**src/rtl/ysyx_25030085_lsu_pkg.sv**
```systemverilog
// Shared definitions for the load/store unit: memory-op codes, FSM encoding
// and the command legality/alignment checks.
package ysyx_25030085_lsu_pkg;

    localparam logic [2:0] MEMOP_B  = 3'b000;
    localparam logic [2:0] MEMOP_H  = 3'b001;
    localparam logic [2:0] MEMOP_W  = 3'b010;
    localparam logic [2:0] MEMOP_BU = 3'b100;
    localparam logic [2:0] MEMOP_HU = 3'b101;

    typedef enum logic [1:0] {
        ST_IDLE = 2'd0,
        ST_REQ  = 2'd1,
        ST_RSP  = 2'd2,
        ST_DONE = 2'd3
    } lsu_state_e;

    // Unsigned variants only make sense for loads.
    function automatic logic legal_op(input logic [2:0] op, input logic we);
        logic ok;
        case (op)
            MEMOP_B, MEMOP_H, MEMOP_W: ok = 1'b1;
            MEMOP_BU, MEMOP_HU:        ok = ~we;
            default:                   ok = 1'b0;
        endcase
        return ok;
    endfunction

    function automatic logic aligned(input logic [2:0] op, input logic [1:0] k);
        logic ok;
        case (op)
            MEMOP_H, MEMOP_HU: ok = ~k[0];
            MEMOP_W:           ok = (k == 2'b00);
            default:           ok = 1'b1;
        endcase
        return ok;
    endfunction

endpackage

```
**src/rtl/ysyx_25030085_lsu_align.sv**
```systemverilog
// Byte-lane steering for stores and lane extraction/extension for loads.
// Purely combinational; k is the byte offset inside the 32-bit word.
module ysyx_25030085_lsu_align
    import ysyx_25030085_lsu_pkg::*;
(
    input  logic [2:0]  op_i,
    input  logic [1:0]  k_i,
    input  logic [31:0] wdata_i,
    input  logic [31:0] rdata_i,
    output logic [3:0]  wstrb_o,
    output logic [31:0] wdata_o,
    output logic [31:0] rdata_o
);

    logic [31:0] shifted_s;

    assign shifted_s = rdata_i >> {k_i, 3'b000};

    always_comb begin
        wstrb_o = 4'b0000;
        wdata_o = 32'h0000_0000;
        rdata_o = 32'h0000_0000;
        case (op_i)
            MEMOP_B: begin
                wstrb_o = 4'b0001 << k_i;
                wdata_o = {4{wdata_i[7:0]}};
                rdata_o = {{24{shifted_s[7]}}, shifted_s[7:0]};
            end
            MEMOP_BU: begin
                wstrb_o = 4'b0001 << k_i;
                wdata_o = {4{wdata_i[7:0]}};
                rdata_o = {24'h00_0000, shifted_s[7:0]};
            end
            MEMOP_H: begin
                wstrb_o = 4'b0011 << k_i;
                wdata_o = {2{wdata_i[15:0]}};
                rdata_o = {{16{shifted_s[15]}}, shifted_s[15:0]};
            end
            MEMOP_HU: begin
                wstrb_o = 4'b0011 << k_i;
                wdata_o = {2{wdata_i[15:0]}};
                rdata_o = {16'h0000, shifted_s[15:0]};
            end
            MEMOP_W: begin
                wstrb_o = 4'b1111;
                wdata_o = wdata_i;
                rdata_o = rdata_i;
            end
            default: begin
                wstrb_o = 4'b0000;
                wdata_o = 32'h0000_0000;
                rdata_o = 32'h0000_0000;
            end
        endcase
    end

endmodule

```
**src/rtl/ysyx_25030085_lsu.sv**
```systemverilog
// Load/store unit FSM bridging core memory commands to a valid/ready bus.
// Optional response timeout is enabled by defining LSU_TIMEOUT_EN.
module ysyx_25030085_lsu
    import ysyx_25030085_lsu_pkg::*;
#(
    parameter int ADDR_W      = 32,
    parameter int TIMEOUT_CYC = 255
) (
    input  logic              clk,
    input  logic              rst_n,
    input  logic              core_valid,
    input  logic              mem_read,
    input  logic              mem_write,
    input  logic [2:0]        mem_op,
    input  logic [ADDR_W-1:0] addr,
    input  logic [31:0]       wdata,
    output logic              busy,
    output logic              done,
    output logic [31:0]       rdata,
    output logic              err,
    output logic              bus_req_valid,
    input  logic              bus_req_ready,
    output logic [ADDR_W-1:0] bus_req_addr,
    output logic              bus_req_we,
    output logic [3:0]        bus_req_wstrb,
    output logic [31:0]       bus_req_wdata,
    input  logic              bus_rsp_valid,
    output logic              bus_rsp_ready,
    input  logic [31:0]       bus_rsp_rdata,
    input  logic              bus_rsp_err
);

    lsu_state_e        state_q;
    logic [ADDR_W-1:0] addr_q;
    logic [2:0]        op_q;
    logic [31:0]       wdata_q;
    logic              we_q;
    logic              busy_q;
    logic              done_q;
    logic              err_q;
    logic [31:0]       rdata_q;
    logic              req_valid_q;
    logic              rsp_ready_q;

    logic [3:0]        strb_s;
    logic [31:0]       steer_wdata_s;
    logic [31:0]       ext_rdata_s;
    logic              cmd_ok_s;

`ifdef LSU_TIMEOUT_EN
    localparam int CNT_W = ($clog2(TIMEOUT_CYC + 1) > 8) ? $clog2(TIMEOUT_CYC + 1) : 8;
    logic [CNT_W-1:0]  cnt_q;
`endif

    ysyx_25030085_lsu_align u_align (
        .op_i    (op_q),
        .k_i     (addr_q[1:0]),
        .wdata_i (wdata_q),
        .rdata_i (bus_rsp_rdata),
        .wstrb_o (strb_s),
        .wdata_o (steer_wdata_s),
        .rdata_o (ext_rdata_s)
    );

    assign cmd_ok_s = ~(mem_read & mem_write)
                    & legal_op(mem_op, mem_write)
                    & aligned(mem_op, addr[1:0]);

    // Request fields come straight from captured registers so they hold until accepted.
    assign bus_req_addr  = {addr_q[ADDR_W-1:2], 2'b00};
    assign bus_req_we    = we_q;
    assign bus_req_wstrb = we_q ? strb_s : 4'b0000;
    assign bus_req_wdata = steer_wdata_s;
    assign bus_req_valid = req_valid_q;
    assign bus_rsp_ready = rsp_ready_q;
    assign busy          = busy_q;
    assign done          = done_q;
    assign err           = err_q;
    assign rdata         = rdata_q;

    // Main command FSM with registered handshake and result outputs.
    always_ff @(posedge clk or negedge rst_n) begin
        if (!rst_n) begin
            state_q     <= ST_IDLE;
            addr_q      <= '0;
            op_q        <= 3'b000;
            wdata_q     <= 32'h0000_0000;
            we_q        <= 1'b0;
            busy_q      <= 1'b0;
            done_q      <= 1'b0;
            err_q       <= 1'b0;
            rdata_q     <= 32'h0000_0000;
            req_valid_q <= 1'b0;
            rsp_ready_q <= 1'b0;
`ifdef LSU_TIMEOUT_EN
            cnt_q       <= '0;
`endif
        end else begin
            case (state_q)
                ST_IDLE: begin
                    if (core_valid && (mem_read || mem_write)) begin
                        addr_q  <= addr;
                        op_q    <= mem_op;
                        wdata_q <= wdata;
                        we_q    <= mem_write;
                        busy_q  <= 1'b1;
                        if (cmd_ok_s) begin
                            req_valid_q <= 1'b1;
                            state_q     <= ST_REQ;
                        end else begin
                            done_q  <= 1'b1;
                            err_q   <= 1'b1;
                            rdata_q <= 32'h0000_0000;
                            state_q <= ST_DONE;
                        end
                    end
                end
                ST_REQ: begin
                    if (bus_req_ready) begin
                        req_valid_q <= 1'b0;
                        rsp_ready_q <= 1'b1;
                        state_q     <= ST_RSP;
`ifdef LSU_TIMEOUT_EN
                        cnt_q       <= '0;
`endif
                    end
                end
                ST_RSP: begin
                    if (bus_rsp_valid) begin
                        rsp_ready_q <= 1'b0;
                        done_q      <= 1'b1;
                        err_q       <= bus_rsp_err;
                        rdata_q     <= we_q ? 32'h0000_0000 : ext_rdata_s;
                        state_q     <= ST_DONE;
                    end
`ifdef LSU_TIMEOUT_EN
                    else if (cnt_q == CNT_W'(TIMEOUT_CYC - 1)) begin
                        rsp_ready_q <= 1'b0;
                        done_q      <= 1'b1;
                        err_q       <= 1'b1;
                        rdata_q     <= 32'h0000_0000;
                        state_q     <= ST_DONE;
                    end else begin
                        cnt_q <= cnt_q + CNT_W'(1);
                    end
`endif
                end
                ST_DONE: begin
                    done_q  <= 1'b0;
                    err_q   <= 1'b0;
                    rdata_q <= 32'h0000_0000;
                    busy_q  <= 1'b0;
                    state_q <= ST_IDLE;
                end
                default: begin
                    state_q     <= ST_IDLE;
                    busy_q      <= 1'b0;
                    done_q      <= 1'b0;
                    err_q       <= 1'b0;
                    req_valid_q <= 1'b0;
                    rsp_ready_q <= 1'b0;
                end
            endcase
        end
    end

endmodule

```
**config.mk**
```make
export PLATFORM = sky130hd
export DESIGN_NAME = ysyx_25030085_lsu
export DESIGN_NICKNAME = d
export VERILOG_FILES = /design/src/rtl/ysyx_25030085_lsu_pkg.sv /design/src/rtl/ysyx_25030085_lsu_align.sv /design/src/rtl/ysyx_25030085_lsu.sv
export SDC_FILE = /design/constraint.sdc
export NUM_CORES = 1
export LEC_CHECK = 0
export ABC_AREA = 1
export CAP_MARGIN = 0
export CORE_MARGIN = 1
export CORE_UTILIZATION = 49
export CTS_CLUSTER_DIAMETER = 200
export DETAILED_ROUTE_END_ITERATION = 6
export PLACE_DENSITY_LB_ADDON = 0.1
export SLEW_MARGIN = 15
export SYNTH_ARGS = -nofsm -noshare
export SYNTH_HDL_FRONTEND = slang
export SYNTH_SLANG_ARGS = --single-unit
```
**constraint.sdc**
```tcl
create_clock -name clk -period 3 [get_ports clk]
set_clock_uncertainty 0.2 [all_clocks]
set_input_delay 0.3 -clock clk [delete_from_list [all_inputs] [get_ports clk]]
set_output_delay 0.3 -clock clk [all_outputs]
set_load 0.05 [all_outputs]
```
==> metrics.yaml <==
clock_sinks: 107
die_area_sq_um: 12200
min_path_type: "input port to async pin"
placed_cell_area_sq_um: 7870
slew_headroom_pct: 59.9
vias: 5248
final_cell_mix: "nand2_1, clkdlybuf4s50_1, dfrtp_1, inv_1, nand3_1"
n_fill_cell: 926
holdBufCountCts: 1
max_cap_viol_count: 0
synth_top_family_by_area: "simple AND/OR/NAND/NOR gates"
initial_core_util_pct: 50.3
yosysSeqAreaShare_pct: 46.6
clk_latency_ns: 0.36
routed_wirelength_um: 15600
final_util_pct: 71.6
viasPerCell: 5.23
hpwl_um: 11800
dr.pass1.iters: 5
synth_fa_ha_area_share_pct: 1.09
htreeDepth: 3
finalCriticalPeriod_ns: 2.78
finalSetupViolations: 0
ys_ff_latch: 107
dp_worst_setup_slack_ns: 0.605
worstMarginPinSlew_ns: 0.597
io_buffers: 210
synthXorXnorAreaFrac_pct: 0
max_freq_mhz: 360
clk_pin_slew_ns: 0.07
post-route-period-util_pct: 92.7
synth.area.mux_share_pct: 9.02
fin_tns_setup_ns: 0
final_cell_area_sq_um: 8170
die_h_um: 110
cts-buffers-inserted: 9
mappedNetlistArea_sq_um: 5740
drt_first_iter_violations: 302
io_pins: 213
avgSynthCellArea_sq_um: 8.34
end_kind: "output pin"
layout-area-overhead-vs-synth_pct: 42.3
layout-drive-gt1-share_pct: 13.8
root_buffer: "clkbuf_16"
cts_tree: "built"
wl_per_cell_um: 15.5
hold_viol_final: 0
startpoint_type: "register"
diodes: 0
rsz0062_at_grt: "no"
cts_setup_buffers: 0
core_area_sq_um: 11400
worstSetupPathType: "register to output pin"
run_status: "complete, no violations"
drc: 0
synthDistinctLibCells: 31
antenna_found_initial: 0
synthCells: 689
clockBufferDepth: 2
cts-resized-gates: 0
final_common_cell: "nand2_1"
required_ns: 2.50
antenna_left: 0
grt_max_degree: 49
multi_input_area_sq_um: 2430
grt_usage_pct: 26.9
final-seq-area_sq_um: 2680
grt_pass1_vias: 5159
grt_pass1_wl_um: 24500
nNetsFinal: 969
cp.arrival_ns: 2.28
gp_congestion: 0.879
maxSlewViolCount: 0
grt.overflow.total: 0
synth_compound_area_share_pct: 7.67
critPathMaxFanout: 13
fin_ws_ns: 0.220
synth-simple-area-share_pct: 24.2
num_rows: 39
ys_warn_count: 0
die_x_um: 110
[metrics by stage]
step | hold WS [ns] | std cells
finish | 0.188 | 1004
detailed placement | 0.0262 | 988
global route | 0.246 | 1004
CTS | 0.188 | 1004
global placement | 0.0143 | 988
floorplan | -0.196 | 690
[flip-flops by register name, indices dropped and copies added, names as in the netlist]
register and count:
done 1, wdata_q 32, state_q 2, rdata 32
op_q 3, bus_rsp_ready 1, bus_req_we 1, addr_q 32
bus_req_valid 1, busy 1, err 1
[final cells by class]
| type | count | share of cell area [%] |
|---|---|---|
| well taps | 143 | 2.19 |
| clock inverters | 6 | 0.811 |
| inverters | 61 | 2.80 |
| multi-input cells | 457 | 29.7 |
| clock buffers | 9 | 2.76 |
| flip-flops and latches | 107 | 32.8 |
| repair buffers | 221 | 28.9 |
[worst max-delay path: stages, from the launching register on]
cell and delay [ns]:
dfrtp_1 0.58, inv_1 0.22, nor2_4 0.33, nor2_1 0.08
clkdlybuf4s50_1 0.71
[path summary, 6_finish.rpt]
path | from | endpoint | slack, ns | depth (start not counted)
worst max-delay path | op_q[1]$_DFFE_PN0P_ | bus_req_wdata[1] | 0.22 | 4
worst min-delay path | rst_n | rdata[26]$_DFFE_PN0P_ | 0.19 | 2
worst max register to register | state_q[0]$_DFFE_PN0P_ | rdata[17]$_DFFE_PN0P_ | 0.73 | 10
worst min register to register | bus_req_valid$_DFFE_PN0P_ | bus_req_valid$_DFFE_PN0P_ | 0.28 | 2
max in group asynchronous | rst_n | wdata_q[8]$_DFFE_PN0P_ | 1.62 | 3
min in group clk | bus_req_valid$_DFFE_PN0P_ | bus_req_valid$_DFFE_PN0P_ | 0.28 | 2
[cell usage after synthesis (all sizes together)]
cell type / n / area (sq um)
nand2: 211 / 823
dfrtp: 107 / 2680
inv: 61 / 229
buf: 59 / 399
nor2: 53 / 249
nand3: 52 / 265
mux2: 46 / 518
o21ai: 40 / 204
a21oi: 22 / 110
o211ai: 8 / 60.1
o22ai: 8 / 50.1
clkbuf: 6 / 22.5
ha: 5 / 62.6
nand4: 5 / 31.3
or2: 2 / 15.0
a22oi: 1 / 7.51
a311oi: 1 / 8.76
and3: 1 / 6.26
conb: 1 / 3.75
[per-layer routing]
metal,GRT usage [%],share of wire (%),vias up
li1,-,-,2505
met1,32.7,39,2479
met2,43.6,49,228
met3,7.17,8.8,36
met4,14.4,3.4,0
met5,0,0,-
[cells by family (layout without fill, tap and decap cells)]
| family | Yosys count | after routing |
|---|---|---|
| adder cells (fa/ha/maj) | 5 | 5 |
| other | 1 | 2 |
| multiplexers | 46 | 46 |
| flip-flops | 107 | 107 |
| AO/OA/AOI/OAI | 80 | 80 |
| buffers and inverters | 126 | 297 |
| AND/OR/NAND/NOR | 324 | 324 |
Power is left out: the tool's default activity adds up to more than one toggle a clock period on the data nets, which glitch-free logic cannot reach.
